## src/rtl/amm_rd_master.sv

```systemverilog
// Avalon-MM burstless read master: streams length_i words starting at base_addr_i
// out of a credit-limited reorder-free FIFO, in address order.
module amm_rd_master #(
  parameter int unsigned DATA_WIDTH      = 64,
  parameter int unsigned ADDR_WIDTH      = 10,
  parameter int unsigned LEN_WIDTH       = 11,
  parameter int unsigned MAX_OUTSTANDING = 8
) (
  input  logic                  clk_i,
  input  logic                  srst_i,
  input  logic                  start_i,
  input  logic [ADDR_WIDTH-1:0] base_addr_i,
  input  logic [LEN_WIDTH-1:0]  length_i,
  output logic                  busy_o,
  output logic                  done_o,
  output logic [ADDR_WIDTH-1:0] amm_rd_address_o,
  output logic                  amm_rd_read_o,
  input  logic                  amm_rd_waitrequest_i,
  input  logic [DATA_WIDTH-1:0] amm_rd_readdata_i,
  input  logic                  amm_rd_readdatavalid_i,
  output logic [DATA_WIDTH-1:0] data_o,
  output logic                  valid_o,
  input  logic                  ready_i
);

  localparam int unsigned PTR_W = $clog2(MAX_OUTSTANDING);
  localparam int unsigned CNT_W = PTR_W + 1;
  localparam int unsigned SUM_W = CNT_W + 1;

  typedef enum logic [1:0] {IDLE, ISSUE, DRAIN, DONE} state_t;

  state_t                state;
  logic [LEN_WIDTH-1:0]  issue_left;
  logic [LEN_WIDTH-1:0]  pop_left;
  logic [CNT_W-1:0]      outstanding;
  logic [CNT_W-1:0]      fcnt;
  logic [CNT_W-1:0]      out_nxt;
  logic [CNT_W-1:0]      fcnt_after_pop;
  logic [CNT_W-1:0]      fcnt_nxt;
  logic [PTR_W-1:0]      wptr;
  logic [PTR_W-1:0]      rptr;
  logic [PTR_W-1:0]      rptr_nxt;
  logic [DATA_WIDTH-1:0] mem [MAX_OUTSTANDING];
  logic [DATA_WIDTH-1:0] head_nxt;
  logic                  accept;
  logic                  ret;
  logic                  pop;
  logic                  credit_ok;

  // Next-cycle counter/FIFO view; credits count both in-flight reads and buffered words.
  always_comb begin
    accept         = amm_rd_read_o & ~amm_rd_waitrequest_i;
    ret            = amm_rd_readdatavalid_i & (outstanding != '0);
    pop            = valid_o & ready_i;
    out_nxt        = outstanding + CNT_W'(accept) - CNT_W'(ret);
    fcnt_after_pop = fcnt - CNT_W'(pop);
    fcnt_nxt       = fcnt_after_pop + CNT_W'(ret);
    rptr_nxt       = rptr + PTR_W'(pop);
    credit_ok      = (SUM_W'(out_nxt) + SUM_W'(fcnt_nxt)) < SUM_W'(MAX_OUTSTANDING);
    head_nxt       = (fcnt_after_pop == '0) ? amm_rd_readdata_i : mem[rptr_nxt];
  end

  // FIFO storage; returns with no outstanding read never reach it.
  always_ff @(posedge clk_i) begin
    if (ret) mem[wptr] <= amm_rd_readdata_i;
  end

  always_ff @(posedge clk_i) begin
    if (srst_i) begin
      state            <= IDLE;
      issue_left       <= '0;
      pop_left         <= '0;
      outstanding      <= '0;
      fcnt             <= '0;
      wptr             <= '0;
      rptr             <= '0;
      busy_o           <= 1'b0;
      done_o           <= 1'b0;
      amm_rd_address_o <= '0;
      amm_rd_read_o    <= 1'b0;
      data_o           <= '0;
      valid_o          <= 1'b0;
    end else begin
      outstanding <= out_nxt;
      fcnt        <= fcnt_nxt;
      wptr        <= wptr + PTR_W'(ret);
      rptr        <= rptr_nxt;
      valid_o     <= (fcnt_nxt != '0);
      if (fcnt_nxt != '0) data_o <= head_nxt;
      if (pop && pop_left != '0) pop_left <= pop_left - LEN_WIDTH'(1);
      if (accept) amm_rd_address_o <= amm_rd_address_o + ADDR_WIDTH'(1);
      done_o <= 1'b0;

      case (state)
        IDLE: begin
          if (start_i) begin
            if (length_i != '0) begin
              state            <= ISSUE;
              busy_o           <= 1'b1;
              amm_rd_address_o <= base_addr_i;
              issue_left       <= length_i;
              pop_left         <= length_i;
              amm_rd_read_o    <= 1'b1;
            end else begin
              state  <= DONE;
              done_o <= 1'b1;
            end
          end
        end
        ISSUE: begin
          if (accept) issue_left <= issue_left - LEN_WIDTH'(1);
          if (accept && issue_left == LEN_WIDTH'(1)) begin
            amm_rd_read_o <= 1'b0;
            state         <= DRAIN;
          end else if (!(amm_rd_read_o && amm_rd_waitrequest_i)) begin
            amm_rd_read_o <= credit_ok;
          end
        end
        DRAIN: begin
          if (outstanding == '0 && fcnt == '0 && pop_left == '0) begin
            state  <= DONE;
            busy_o <= 1'b0;
            done_o <= 1'b1;
          end
        end
        DONE: state <= IDLE;
        default: state <= IDLE;
      endcase
    end
  end

endmodule
```

## config.mk

```make
export PLATFORM = sky130hd
export DESIGN_NAME = amm_rd_master
export DESIGN_NICKNAME = d
export VERILOG_FILES = /design/src/rtl/amm_rd_master.sv
export SDC_FILE = /design/constraint.sdc
export NUM_CORES = 1
export LEC_CHECK = 0
export ABC_AREA = 1
export BUFFER_PORTS_ARGS = -buffer_cell sky130_fd_sc_hd__buf_2
export CORE_AREA = 10 10 293 295
export CTS_BUF_LIST = sky130_fd_sc_hd__clkbuf_16
export CTS_CLUSTER_SIZE = 12
export DETAILED_ROUTE_END_ITERATION = 8
export DIE_AREA = 0 0 303 305
export GPL_TIMING_DRIVEN = 0
export PLACE_DENSITY = 0.63
export SYNTH_ARGS = -nofsm -noshare
export SYNTH_HDL_FRONTEND = slang
export SYNTH_SLANG_ARGS = --single-unit
```

## constraint.sdc

```tcl
create_clock -name clk_i -period 4.11 [get_ports clk_i]
set_input_delay 0.411 -clock clk_i [delete_from_list [all_inputs] [get_ports clk_i]]
set_output_delay 0.411 -clock clk_i [all_outputs]
set_load 0.02 [all_outputs]
```

# After elaboration in Yosys (flattened, before gate mapping)
# Memories as Yosys holds them, arrays and structs flattened.
# Index checks and enable logic that the tools add are counted.
word_totals:
  mem_bits_rw: 512
  elab_cells: 90
  output_inout_bits: 78
  in_bits: 91
  regBits: 116
  mem_count: 1
classes:
  n_lt_le_gt_ge: 1
  n_reduce_logical: 20
  addsub: 10
  muxes: 31
  bitwise_logic: 4
  n_eq_ne: 10
mem_list:
  columns: ["name", "depth", "width", "rd", "rd_ports_with_merged_regs", "write_ports", "line", "text"]
  rows:
  - ["mem", 8, 64, 1, 0, 1, "43", "logic [DATA_WIDTH-1:0] mem [MAX_OUTSTANDING];"]
ops:
  columns: ["op", "count"]
  rows:
  - ["two-way mux 11 bit", 7]
  - ["two-way mux 64 bit", 1]
  - ["two-way mux 10 bit", 4]
  - ["case mux 11 bit (2 select lines)", 1]
  - ["nonzero test 11 bit", 2]
  - ["subtractor 11 x 1 -> 11 bit (second input constant)", 2]
  - ["logical NOT 4 bit", 3]
  - ["AND reduction 4 bit", 3]
  - ["equality test 11 x 1 -> 1 bit (second input constant)", 1]
  - ["logical NOT 11 bit", 1]
  - ["adder 10 x 1 -> 10 bit (second input constant)", 1]
  - ["two-way mux 1 bit", 10]
  - ["!= test 2 bit (second input constant)", 5]
  - ["adder 4 x 1 -> 4 bit", 2]
  - ["two-way mux 2 bit", 4]
  - ["case mux 2 bit (4 select lines)", 1]
  - ["nonzero test 4 bit", 2]
  - ["subtractor 4 x 1 -> 4 bit", 2]
  - ["adder 3 x 1 -> 3 bit", 2]
  - ["case mux 1 bit (2 select lines)", 3]
  - ["adder 4 x 4 -> 5 bit", 1]
  - ["logical AND 1 bit", 5]
  - ["less-than comparator 5 x 4 -> 1 bit (second input constant)", 1]
  - ["equality test 2 bit (second input constant)", 2]
  - ["other kinds (7)", 10]

# Depth between registers and ports, before layout
logic_depth:
  depth_word: 9
  mapped_depth: 17

# Worst setup path before layout
# OpenSTA, ideal clock, no wires.
synth_timing:
  path_kind: "register to register"
  from: "register outstanding[2]"
  to: "memory mem[1][0] (enable)"
  setup_ns: 0.486
  path_stages_with_launch: 8
  path_slack_ns: 0.026
  synth_period_minus_slack_ns: 4.084
  t_arrival_ns: 3.598
  path_cell_list: "dfxtp_1 -> inv_1 -> ha_1 -> nand2_1 -> nand2_1 -> nor2_1 -> inv_1 -> nor2_1"
synth_between:
  elab_chain_cells: 4
synth_rtl:
  columns: ["item", "line", "text"]
  rows:
  - ["from (decl)", "35", "logic [CNT_W-1:0] outstanding;"]
  - ["from (signal assigned)", "84", "outstanding <= out_nxt;"]
  - ["nonzero test 4 bit", "53", "ret = amm_rd_readdatavalid_i & (outstanding != '0);"]
  - ["bitwise AND 1 bit", "53", null]
  - ["two-way mux 1 bit", "65", "if (ret) mem[wptr] <= amm_rd_readdata_i;"]
  - ["two-way mux 1 bit (implied by the code)", "65", null]
  - ["to (decl)", "43", null]
# No other way between the ends.

# Final worst setup path
layout_timing:
  from: "register valid_o"
  to: "register data_o[5]"
layout_between:
  elab_chain_cells: 4
  elab_cells_between_ends: 8
layout_rtl:
  columns: ["item", "line", "text"]
  rows:
  - ["from (decl)", "22", "output logic valid_o,"]
  - ["from (signal assigned)", "88", "valid_o <= (fcnt_nxt != '0);"]
  - ["bitwise AND 1 bit", "54", "pop = valid_o & ready_i;"]
  - ["adder 3 x 1 -> 3 bit", "58", "rptr_nxt = rptr + PTR_W'(pop);"]
  - ["via rptr_nxt[1]", "42", "logic [PTR_W-1:0] rptr_nxt;"]
  - ["memory read (8 x 64 bit)", null, null]
  - ["two-way mux 64 bit", "60", "head_nxt = (fcnt_after_pop == '0) ? amm_rd_readdata_i : mem[rptr_nxt];"]
  - ["to (signal assigned)", "89", "if (fcnt_nxt != '0) data_o <= head_nxt;"]
  - ["to (decl)", "21", "output logic [DATA_WIDTH-1:0] data_o,"]
# The timed path passes the listed nets, and every way through them passes these cells.
# A chain may end at the register's enable or synchronous reset.

==> reports/results.txt <==
Cell Area, Synth: 0.0276 mm2
simple-gate share of the synthesized area: 22.5%
clock sink count: 628
number of iterations in the first detailed-routing pass: 6
Net Count, Synth: 2896
Post-DP HPWL: 53800 um
Yosys top cell area share: 55.6%
status: finished, final reports clean
Synth warnings: 0
global-route wire length before repair: 118000 um
Setup crit start: valid_o
Final #Nets: 3150
DR WL/cell: 18.7 um
most frequent cell after synthesis: nand2_1
area leader, netlist: edfxtp_1
crit path kind: reg2reg
H-tree depth: 3
CTS Buf Count: 68
CTS-repair resized insts: 0
routed vias/inst: 4.84
sequential area share after synthesis: 64.0%
EDFF count, synth: 512
FILL cells: 7758
XOR/XNOR Fraction of Synth Area: 0.412%
clock root buffer: clkbuf_16
Port Buf Inserts: 167
Detail Route Antenna Nets: 0
final worst-path cycle share: 80.7%
Reg clk slew, reported paths: 60 ps
Cell variety after synth: 36
Critical Path End Type: register
CP Launch Type: register
Worst Max-Slew Pin Slew: 857 ps
GRT Util Overall: 16.5%
postcts setup bufs: 0
average cell area after synthesis: 9.93 um2
Fmax: 301 MHz
Async SR Flop Fraction: 0%
Max IR drop VDD: 0.336 mV
RR Startpoint: valid_o
largest family of logic cells by synthesized area: simple AND/OR/NAND/NOR gates
Top Layer Used: met5
PnR worst setup slack: 793 ps
CP max stage cell: clkbuf_1
Max Cap Viol: 0
gr ovfl total: 0
area grow syn2layout: 16.5%
Max Slew Vio Count: 0
Post-Route WL: 77800 um
die area: 0.0924 mm2
mux cell area share after synthesis: 0%
Max-slew headroom: 42.8%
Die Y: 305 um
WP data arrival: 3860 ps
Adder-Cell Fraction of Synth Area: 0.978%
Initial Utilization: 34.6%
Syn Inst Count: 2784
# rows: 104
# DRC: 0
WL met1: 33100 um
core box area: 0.0799 mm2
number of global-route vias before repair: 19.7k
met3 WL: 5970 um
Top FF cell, synth: edfxtp_1
IO Pins: 169
WHS: 74.3 ps
Hold Violations, Final: 0
initial DRC count: 1652
initial antenna violation count: 19
gp weighted congestion: 0.857
clock buffer depth: 3
Final min period: 3320 ps
crit-path max FO: 10
most frequent CP cell: nand2_1
top post-synthesis cells by count: nand2_1 (637), edfxtp_1 (512), nor2_1 (330), nand3_1 (232), inv_1 (214)
vias: 20.1k
routed length on met2: 36800 um
largest net degree at the start of global routing: 29
crit-path cells: nand2_1, inv_1, ha_1, ha_1, inv_1, clkbuf_1, clkbuf_1, nand3_1, o21ai_1, nand2_1, nand2_1, nand2_1, nand2_1, nor2_1, nor2_1
Hold Crit Start: start_i
dpl ws: 645 ps
Worst path max stage delay: 650 ps
Req. time, crit path: 4650 ps
Hold Crit Class: in2reg
PD cells: 754 mW/mm2
TritonCTS clock tree: built
Area contributors post-synth: edfxtp_1 (56%), nand2_1 (8.7%), dfxtp_1 (8.4%), nor2_1 (4.5%), nand3_1 (4.2%)
static leakage: 13.1 nW
layout cell share with drive strength beyond 1: 12.1%
Die X: 303 um
RSZ-0062 raised after global routing: false
post-synthesis sequential element count: 628
count of final setup violators: 0
Worst-Skew Late Latency: 600 ps
Compound-Gate Fraction of Synth Area: 6.12%
clock skew: 19.2 ps
metal layers:
metal | GRT usage [%] | vias up
li1 | - | 9788
met1 | 21.4 | 9497
met2 | 27.2 | 641
met3 | 3.62 | 134
met4 | 4.81 | 22
met5 | 0 | -
registers in the layout, indices dropped and copies added, names as in the netlist:
| register | count |
|---|---|
| wptr | 3 |
| amm_rd_read_o | 1 |
| amm_rd_address_o | 10 |
| outstanding | 4 |
| busy_o | 1 |
| done_o | 1 |
| fcnt | 4 |
| state | 2 |
| valid_o | 1 |
| issue_left | 11 |
| pop_left | 11 |
| rptr | 3 |
| mem | 512 |
| data_o | 64 |
worst max-delay path, delay by kind of cell, from the launching register on:
| family | cells | cell delay (ps) |
|---|---|---|
| adders and majority gates | 2 | 590 |
| buffers and inverters | 4 | 1440 |
| and+or+nand+nor | 8 | 720 |
| DFF | 1 | 350 |
| AOI/OAI and AO/OA | 1 | 130 |
layout by cell type, fill, tap and decap left out, types with 62 or more instances in the layout:
master and instances:
o21ai_0 161, nand2_1 637, clkbuf_1 62, edfxtp_1 512
o21ai_1 127, dfxtp_1 116, buf_2 224, nand3_1 232
nand3b_1 64, inv_1 242, or2_1 124, clkbuf_16 70
nor2_1 322
where the power goes:
group	switching [W]	internal [W]	total, W
registers	0.000298	0.00769	0.00799
clock network	0.00245	0.00313	0.00558
logic	0.00729	0.00342	0.0107
final cells by class:
cell class                 count  area [um2]  share of cell area [%]
inverter                     217         815                    2.53
tap                         1060        1330                    4.12
buffer                       158         840                    2.61
multi-input combinational   1781        8350                    25.9
clock buffer                  70        1750                    5.44
sequential                   628       17700                    54.9
antenna                        3        7.51                  0.0233
timing repair buffer         184        1180                    3.67
clock inverter                52         241                   0.750
timing repair:
action | CTS | global route
endpoints found under the setup margin | 0 | 0
hold buffers | 1 | 0
hold endpoints to repair | 1 | 0
logic make-up after synthesis:
family,count (synthesis)
compound gates,332
flops,628
buf+inv,375
xor+xnor,13
simple gates,1415
fa+ha+maj,21
path summary, 6_finish.rpt:
kind	cells past startpoint	slack [ps]	to
worst max-delay path	15	790	data_o[5]
worst min-delay path	3	70	done_o
worst max register to register	15	790	data_o[5]
worst min register to register	2	470	wptr[0]
metrics by stage:
| step | instances | total power [W] | setup TNS [ps] | instance area (um2) | utilization (%) |
|---|---|---|---|---|---|
| after floorplan | 2784 | 0.0152 | 0 | 27600 | - |
| after global placement | 4011 | 0.0187 | -1206230 | 29800 | 37.3 |
| after detailed placement | 4027 | 0.0188 | 0 | 30200 | 37.8 |
| after CTS | 4150 | 0.0244 | 0 | 32200 | 40.3 |
| after global routing | 4151 | 0.0260 | 0 | 32200 | 40.3 |
| final | 4153 | 0.0243 | 0 | 32200 | 40.3 |
(Power assumes the default switching activity.)
